`config.mk`:
```
export PLATFORM = sky130hd
export DESIGN_NAME = cp0_status_stack
export DESIGN_NICKNAME = d
export VERILOG_FILES = /design/src/rtl/cp0_status_stack.sv
export SDC_FILE = /design/constraint.sdc
export NUM_CORES = 1
export LEC_CHECK = 0
export ABC_AREA = 1
export CAP_MARGIN = 10
export CELL_PAD_IN_SITES_DETAIL_PLACEMENT = 1
export CELL_PAD_IN_SITES_GLOBAL_PLACEMENT = 2
export CORE_MARGIN = 3
export CORE_UTILIZATION = 29
export CTS_BUF_LIST = sky130_fd_sc_hd__clkbuf_4 sky130_fd_sc_hd__clkbuf_8
export DETAILED_ROUTE_END_ITERATION = 8
export PLACE_DENSITY_LB_ADDON = 0.15
export SLEW_MARGIN = 10
export SYNTH_ARGS = -nofsm -noshare
export SYNTH_HDL_FRONTEND = slang
export SYNTH_SLANG_ARGS = --single-unit
```
`constraint.sdc`:
```
create_clock -name clk -period 2.6 [get_ports clk]
set_input_delay 0.26 -clock clk [delete_from_list [all_inputs] [get_ports clk]]
set_output_delay 0.26 -clock clk [all_outputs]
set_load 0.02 [all_outputs]
```
`src/rtl/cp0_status_stack.sv`:
```
// CP0 Status register with a nested exception-context stack and interrupt pending logic.
// Each exception pushes {KSU, EXL, IE} and each ERET pops it. An exception taken
// while the stack is full sets a sticky overflow flag.
module cp0_status_stack #(
    parameter int unsigned NUM_IRQ      = 8,
    parameter int unsigned STACK_DEPTH  = 4,
    parameter logic [31:0] RESET_STATUS = 32'h000000E0
) (
    input  logic                               clk,
    input  logic                               reset,
    input  logic                               writeenable,
    input  logic                               activeexception,
    input  logic                               eret,
    input  logic [31:0]                        writedata,
    input  logic [NUM_IRQ-1:0]                 irq,
    output logic [31:0]                        status,
    output logic                               iec,
    output logic                               exl,
    output logic [$clog2(STACK_DEPTH+1)-1:0]   depth,
    output logic                               stack_overflow,
    output logic                               irq_pending,
    output logic [2:0]                         irq_id
);

    localparam int unsigned DW    = $clog2(STACK_DEPTH + 1);
    localparam int unsigned AW    = (STACK_DEPTH > 1) ? $clog2(STACK_DEPTH) : 1;
    localparam int unsigned IM_LO = 8;
    localparam int unsigned IM_HI = IM_LO + NUM_IRQ - 1;

    logic [31:0]        status_q, status_d;
    logic [DW-1:0]      depth_q, depth_d;
    logic               ovf_q, ovf_d;
    logic               push;
    logic [3:0]         ctx_cur;
    logic [3:0]         ctx_top;
    logic [3:0]         stack_q [STACK_DEPTH];
    logic [NUM_IRQ-1:0] sync1_q, sync2_q;
    logic [NUM_IRQ-1:0] pend;

    // Current context and the entry on top of the stack
    always_comb begin
        ctx_cur = {status_q[4:3], status_q[1], status_q[0]};
        ctx_top = stack_q[AW'(depth_q - DW'(1))];
    end

    // Next-state: exception beats eret, and eret beats the MTC0 write
    always_comb begin
        status_d = status_q;
        depth_d  = depth_q;
        ovf_d    = ovf_q;
        push     = 1'b0;
        if (activeexception) begin
            if (depth_q < DW'(STACK_DEPTH)) begin
                push    = 1'b1;
                depth_d = depth_q + DW'(1);
            end else begin
                ovf_d = 1'b1;
            end
            status_d[4:3] = 2'b00;
            status_d[1]   = 1'b1;
            status_d[0]   = 1'b0;
        end else if (eret) begin
            if (depth_q != '0) begin
                status_d[4:3] = ctx_top[3:2];
                status_d[1]   = ctx_top[1];
                status_d[0]   = ctx_top[0];
                depth_d       = depth_q - DW'(1);
            end else begin
                // Empty stack: leave exception level with interrupts enabled
                status_d[1] = 1'b0;
                status_d[0] = 1'b1;
            end
        end else if (writeenable) begin
            status_d = writedata;
        end
    end

    // Status, depth and sticky overflow registers
    always_ff @(posedge clk or posedge reset) begin
        if (reset) begin
            status_q <= RESET_STATUS;
            depth_q  <= '0;
            ovf_q    <= 1'b0;
        end else begin
            status_q <= status_d;
            depth_q  <= depth_d;
            ovf_q    <= ovf_d;
        end
    end

    // Context stack storage; cleared on reset so stale contexts never reappear
    always_ff @(posedge clk or posedge reset) begin
        if (reset) begin
            for (int i = 0; i < int'(STACK_DEPTH); i++) begin
                stack_q[i] <= 4'b0000;
            end
        end else if (push) begin
            stack_q[AW'(depth_q)] <= ctx_cur;
        end
    end

    // Two-flop synchronizer for the asynchronous interrupt lines
    always_ff @(posedge clk or posedge reset) begin
        if (reset) begin
            sync1_q <= '0;
            sync2_q <= '0;
        end else begin
            sync1_q <= irq;
            sync2_q <= sync1_q;
        end
    end

    // Masked pending lines and highest-numbered pending index
    always_comb begin
        pend   = sync2_q & status_q[IM_HI:IM_LO];
        irq_id = 3'd0;
        for (int i = 0; i < int'(NUM_IRQ); i++) begin
            if (pend[i]) begin
                irq_id = 3'(i);
            end
        end
    end

    // Output assignments
    always_comb begin
        status         = status_q;
        iec            = status_q[0];
        exl            = status_q[1];
        depth          = depth_q;
        stack_overflow = ovf_q;
        irq_pending    = (|pend) & status_q[0] & ~status_q[1];
    end

endmodule

```
==> impl_results.md, run 1 <==
- Final GP Congestion: between 0.7 and 0.8
- Seq/Total Area, Yosys: 60.2%
- Routed WL: 6860 um
- Pint: between 2000 and 2500 uW
- Global-route usage over all layers: 13.4%
- IO Port Bufs: 86
- Clock skew: 0.00597 ns
- CP endpoint kind: output pin
- PnR worst setup slack: 0.579 ns
- CTS tree: done
- Grt ovf: 0
- Area contributors post-synth: dfrtp_1, mux2_2, nand2_1
- CTS buffer count: 9
- Crit Path Class: flip-flop to output pin
- Via/cell ratio: between 4 and 5
- Worst Path Required: around 2.3 ns
- Post-synth top area share: 57.4%
- Worst slew margin: 51.6%
- Unique masters post-synth: 23
- Sequential Power Share: between 30% and 40%
- Clk pwr share: 25.0%
- Status: finished, final reports clean
- Cell leakage power: 0.00186 uW
- Period minus WS final: 2.02 ns
- Die area: 0.0110 mm2
- Hold Path Class: input port to asynchronous set/reset pin
- # rows: 35
- Hpwl dp: 4890 um
- Setup TNS Final: 0 ns
- Comb pwr share: 36.8%
- Final setup violation count: 0
- Fin area: around 0.0041 mm2
- Maximum root-to-sink buffer count: 2
- Routed len/inst: 13.8 um
- Area growth from synthesis to layout: 43.1%
- Total number of vias: 2,095
- Dominant cell type by area after synthesis: dfrtp_1
- Worst R2R Start: depth[0]
- CTS-repair resized insts: 0
- DR DRC count: 0
- Vias in the first global route: 2,290
- Most used DFF post-synth: dfrtp_1
- Max VDD drop: 0.326 mV
- First-pass GRT wire length: approximately 11,000 um
- Critical path launch point type: flip-flop
- Clock Sinks: 68
- Clock Pin Slew Worst Setup and Hold Paths: 0.08 ns
- H-tree depth: 3
- Die W: 105 um
- YS warnings: 0
- Max Fclk: about 0.49 GHz
- Hold-fix buffers at CTS: 0
- Final Hold Fails: 0
- Max-cap viol count: 0
- Root buf cell: clkbuf_8
- Crit path arrival time: 1.76 ns
- Mapped Cells: 269
- Syn_nets: between 300 and 400
- Crit. Startpoint: status[10]
- Initial antenna violation count: 0
- NumNets Final: around 410
- CORE AREA: 0.00937 mm2
- Final worst-path cycle share: 77.7%
- Largest net degree at the start of global routing: between 60 and 70
- Sw frac: 35.4%
- Post-Syn Area: approximately 0.0028 mm2
- Post-synth EDFFs: 0
- Dpl cell area: 0.00383 mm2
- Starting Density: a little under a third
- Max Slew Vio Count: 0
- DR pass1 iterations: 4
- Fill count: about 1,100
- Commonest cells after routing, fill and taps aside: clkdlybuf4s50_1, nand2_1, dfrtp_1, inv_1, mux2_2
- Initial DRC count: 61
- Post-CTS setup buffer count: 0
- Setup WS pre-CTS: approximately 0.52 ns
- Synth Area per Inst: 10.5 um2
- Final antenna-violating net count: 0
- Crit Path Max Fanout: 3
- Antenna cell count: 0
- PwrDens: between 900 and 1000 mW/mm2
- Die H: about 100 um
- Asr flop ratio synth: 100%
- Worst-Margin Slew: 0.724 ns
- Commonest non-fill, non-tap cell in the layout: clkdlybuf4s50_1
- Clock Latency Late Sink: 0.33 ns
- Ports: 87
- Psw: 1370 uW
- RSZ-0062 raised after global routing: false
- Seq cells post-synth: 68
- Layout cell share with drive strength beyond 1: 15.3%
critical path, stage by stage (launching register included):
cell             delay (ns)
dfrtp_1                0.40
nand2_1                0.09
nand3_1                0.07
nand2_1                0.06
nand2_1                0.05
nand2_1                0.05
nand2_1                0.05
nand2_1                0.05
clkdlybuf4s50_1        0.59
cell usage after synthesis (2+ instances only):
master and number:
nand2_1 73, inv_1 30, o21ai_0 19, nand3_1 9, ha_1 5, buf_4 2
mux2_2 27, dfrtp_1 65, nor2_1 16, a21oi_1 4, xor2_1 3, dfstp_2 3
buf_6 3
sequential cells by signal, summed over array words and instances, names as in the netlist:
register        flops
depth               3
stack_overflow      1
stack_q            16
status             32
sync1_q             8
sync2_q             8
path summary, 6_finish.rpt:
check / endpoint / slack, ns / cells past startpoint
max: irq_id[0] / 0.58 / 8
min: sync2_q[1] / 0.33 / 3
max reg2reg: status[1] / 1.01 / 8
min reg2reg: sync2_q[3] / 0.35 / 0
max in group asynchronous: status[7] / 1.96 / 3
min in group clk: sync2_q[3] / 0.35 / 0
cells by family (layout without fill, tap and decap cells):
| family | after synthesis | after routing | share of synthesized area (%) |
|---|---|---|---|
| xor gates and xnor gates | 4 | 4 | 1.24 |
| and+or+nand+nor | 100 | 100 | 14.0 |
| buffers and inverters | 38 | 136 | 6.18 |
| muxes | 28 | 28 | 11.3 |
| AOI/OAI and AO/OA | 26 | 26 | 4.95 |
| adders and majority gates | 5 | 5 | 2.21 |
| DFF | 68 | 68 | 60.2 |
layer usage:
metal | part of all wire, % | track usage, %
met5 | 0 | 0
met4 | 0.96 | 3.66
met2 | 49 | 22.0
met3 | 7.4 | 6.67
met1 | 43 | 15.6
per-stage QoR:
step	cells	hold WS, ns	util, %	total power, uW
detailed placement	480	0.336	40.9	2960
CTS	496	0.329	43.3	3970
finish	496	0.329	43.3	3860
global placement	480	0.332	40.9	2940
floorplan	269	0.291	-	2340
global route	496	0.319	43.3	4200
power groups by stage:
stage	clock network, uW	logic [uW]	registers, uW
6_report	967	1420	1470
5_1_grt	1070	1620	1510
4_1_cts	1020	1470	1480
3_5_place_dp	0	1460	1500
3_3_place_gp	0	1450	1490
2_1_floorplan	0	726	1620
area by class of cell:
type	count	area, um2	share of cell area, %
timing repair buffer	89	896	22.1
clock buffer	9	124	3.05
inverter	31	116	2.87
clock inverter	7	98.8	2.44
multi-input combinational	163	953	23.5
tap	129	161	3.98
sequential	68	1710	42.1
Note: power is estimated with default switching activity, not from simulation.
==> run 2, diff against run 1 <==
==> constraint.sdc (replaced) <==
create_clock -name clk -period 1.9 [get_ports clk]
set_input_delay 0.19 -clock clk [delete_from_list [all_inputs] [get_ports clk]]
set_output_delay 0.19 -clock clk [all_outputs]
set_load 0.02 [all_outputs]
==> run 2 against run 1 <==
  * Global-route usage grew 0.089 points
  * Die area is the same
  * Clock skew shrank 0.0017 ns
  * Largest power group unchanged
==> impl_results.md, run 2 (synthesized netlist as in run 1, its figures left out) <==
- Routed len/inst: 14.1 um (was 13.8 um)
- IO Port Bufs: 86 (unchanged)
- Grt ovf: 0 (unchanged)
- Clock Latency Late Sink: 0.34 ns (was 0.33 ns)
- CTS buffer count: 9 (unchanged)
- Final antenna-violating net count: 0 (unchanged)
- # rows: 35 (unchanged)
- Max-cap viol count: 0 (unchanged)
- H-tree depth: 3 (unchanged)
- Initial DRC count: 59 (was 61)
- Final setup violation count: 0 (unchanged)
- Layout cell share with drive strength beyond 1: 15.9% (was 15.3%)
- Hold Path Class: input port to asynchronous set/reset pin (unchanged)
- Ports: 87 (unchanged)
- Critical path launch point type: flip-flop (unchanged)
- Worst-Margin Slew: 0.447 ns (was 0.724 ns)
- First-pass GRT wire length: 11,600 um (was 11,500 um)
- Top delay family on crit path: buffers and inverters (unchanged)
- Vias in the first global route: 2,323 (was 2,290)
- Worst slew margin: 70.2% (was 51.6%)
- Antenna cell count: 0 (unchanged)
- PwrDens: 1290 mW/mm2 (was 953 mW/mm2)
- Max Fclk: 0.576 GHz
- Clock Pin Slew Worst Setup and Hold Paths: 0.08 ns (about the same)
- Critical Path Max Stage Delay: 0.67 ns (was 0.59 ns)
- Final Hold Fails: 0 (unchanged)
- Dpl cell area: 0.00385 mm2 (was 0.00383 mm2)
- Hold-fix buffers at CTS: 0 (unchanged)
- Maximum root-to-sink buffer count: 2 (unchanged)
- Largest net degree at the start of global routing: 36 (was 69)
- Period minus WS final: about 1.7 ns
- CORE AREA: 0.00937 mm2 (unchanged)
- Setup TNS Final: 0 ns (unchanged)
- Die area: 0.0110 mm2 (unchanged)
- Die H: 105 um (unchanged)
- Clock skew: 0.00425 ns (was 0.00597 ns)
- Buf/Inv on CP: 1 (unchanged)
- Setup WS pre-CTS: 0.245 ns (was 0.521 ns)
- Hpwl dp: 5170 um (was 4890 um)
- Crit-path cells: clkdlybuf4s50_1 (was nand2_1 > nand3_1 > nand2_1 > nand2_1 > nand2_1 > nand2_1 > nand2_1 > clkdlybuf4s50_1)
- CP endpoint kind: output pin (unchanged)
- Final worst-path cycle share: approximately nine tenths
- RSZ-0062 raised after global routing: false (unchanged)
- Cell leakage power: 0.00188 uW (was 0.00186 uW)
- Fill count: 1,089 (was 1,062)
- Clock Sinks: 68 (unchanged)
- Final GP Congestion: 0.742 (was 0.730)
- Area growth from synthesis to layout: 43.0% (was 43.1%)
- Commonest non-fill, non-tap cell in the layout: clkdlybuf4s50_1 (unchanged)
- Root buf cell: clkbuf_8 (unchanged)
- Fin area: 0.00405 mm2 (was 0.00406 mm2)
- Crit path arrival time: 1.55 ns (was 1.76 ns)
- DR DRC count: 0 (unchanged)
- Status: finished, final reports clean (unchanged)
- PnR worst setup slack: 0.164 ns (was 0.579 ns)
- Crit Path Class: flip-flop to output pin (unchanged)
- Global-route usage over all layers: 13.5% (was 13.4%)
- DR pass1 iterations: 4 (unchanged)
- Commonest cells after routing, fill and taps aside: clkdlybuf4s50_1, nand2_1, dfrtp_1, inv_1, mux2_2 (unchanged)
- Total number of vias: 2,133 (was 2,095)
- Max VDD drop: 0.494 mV (was 0.326 mV)
- Crit Path Max Fanout: 7 (was 3)
- Routed WL: 7050 um (was 6860 um)
- Worst Path Required: 1.71 ns (was 2.34 ns)
- Die W: 105 um (unchanged)
- Max reg flops: 32 (unchanged)
- # placed instances: 483 (was 480)
- Max Slew Vio Count: 0 (unchanged)
- Slowest CP cell: clkdlybuf4s50_1 (unchanged)
- CTS tree: done (unchanged)
- Post-Layout Cell Count: 499 (was 496)
- NumNets Final: 415 (was 412)
- Via/cell ratio: 4.27 (was 4.22)
- Starting Density: 30.2% (unchanged)
- Final core utilization: 43.2% (was 43.3%)
- Initial antenna violation count: 0 (unchanged)
## run 2: changes by cell type in the layout (fill, tap and decap cells not counted), sizes merged
cell | previous run | this run
dlygate4sd2 | 0 | 3
buf | 3 | 6
clkdlybuf4s50 | 86 | 82
bufinv | 2 | 1
inv | 32 | 33
clkinv | 3 | 4
clkinvlp | 1 | 0
dlymetal6s2s | 0 | 1
## run 2: metal layers
layer  track usage [%]  routed length (um)  vias up
li1                  -                   -     1036
met1              16.3                3060     1029
met2              21.8                3370       58
met3              4.82                 499       10
met4              5.90                 119        0
met5                 0                   0        -
## run 2: layout make-up
type / instances / area [um2] / share of cell area (%)
clock buffers: 9 / 124 / 3.06
clock inverters: 7 / 75.1 / 1.85
flip-flops and latches: 68 / 1710 / 42.1
inverters: 31 / 116 / 2.87
well taps: 129 / 161 / 3.98
repair buffers: 92 / 917 / 22.6
multi-input cells: 163 / 953 / 23.5
## run 2: timing repair
item                       4_1_cts  5_1_grt
gates resized for setup          3        1
pin swaps                        0        0
setup endpoints to repair        3        1
setup buffers                    0        0
## run 2: path summary, 6_finish.rpt
check	from	to	slack [ns]	depth (start not counted)
min reg2reg	sync1_q[4]	sync2_q[4]	0.35	0
min	reset	sync1_q[2]	0.26	3
max reg2reg	depth[1]	status[1]	0.33	8
max	depth[2]	depth[2]	0.16	1
min in group clk	irq[7]	sync1_q[7]	0.28	1
max in group asynchronous	reset	status[7]	1.28	3
## run 2: report_power, final
group / internal [uW] / switching (uW) / leakage [uW] / total, uW
Sequential: 1790 / 229 / 0.000814 / 2020
Clock: 615 / 609 / 0.000104 / 1220
Combinational: 883 / 1090 / 0.000960 / 1970
Total: 3290 / 1930 / 0.00188 / 5220
## run 2: metrics by stage
stage	hold slack (ns)	total power [uW]
finish	0.263	5220
global route	0.260	5620
CTS	0.255	5320
detailed placement	0.336	4080
global placement	0.332	4060
floorplan	0.221	3210
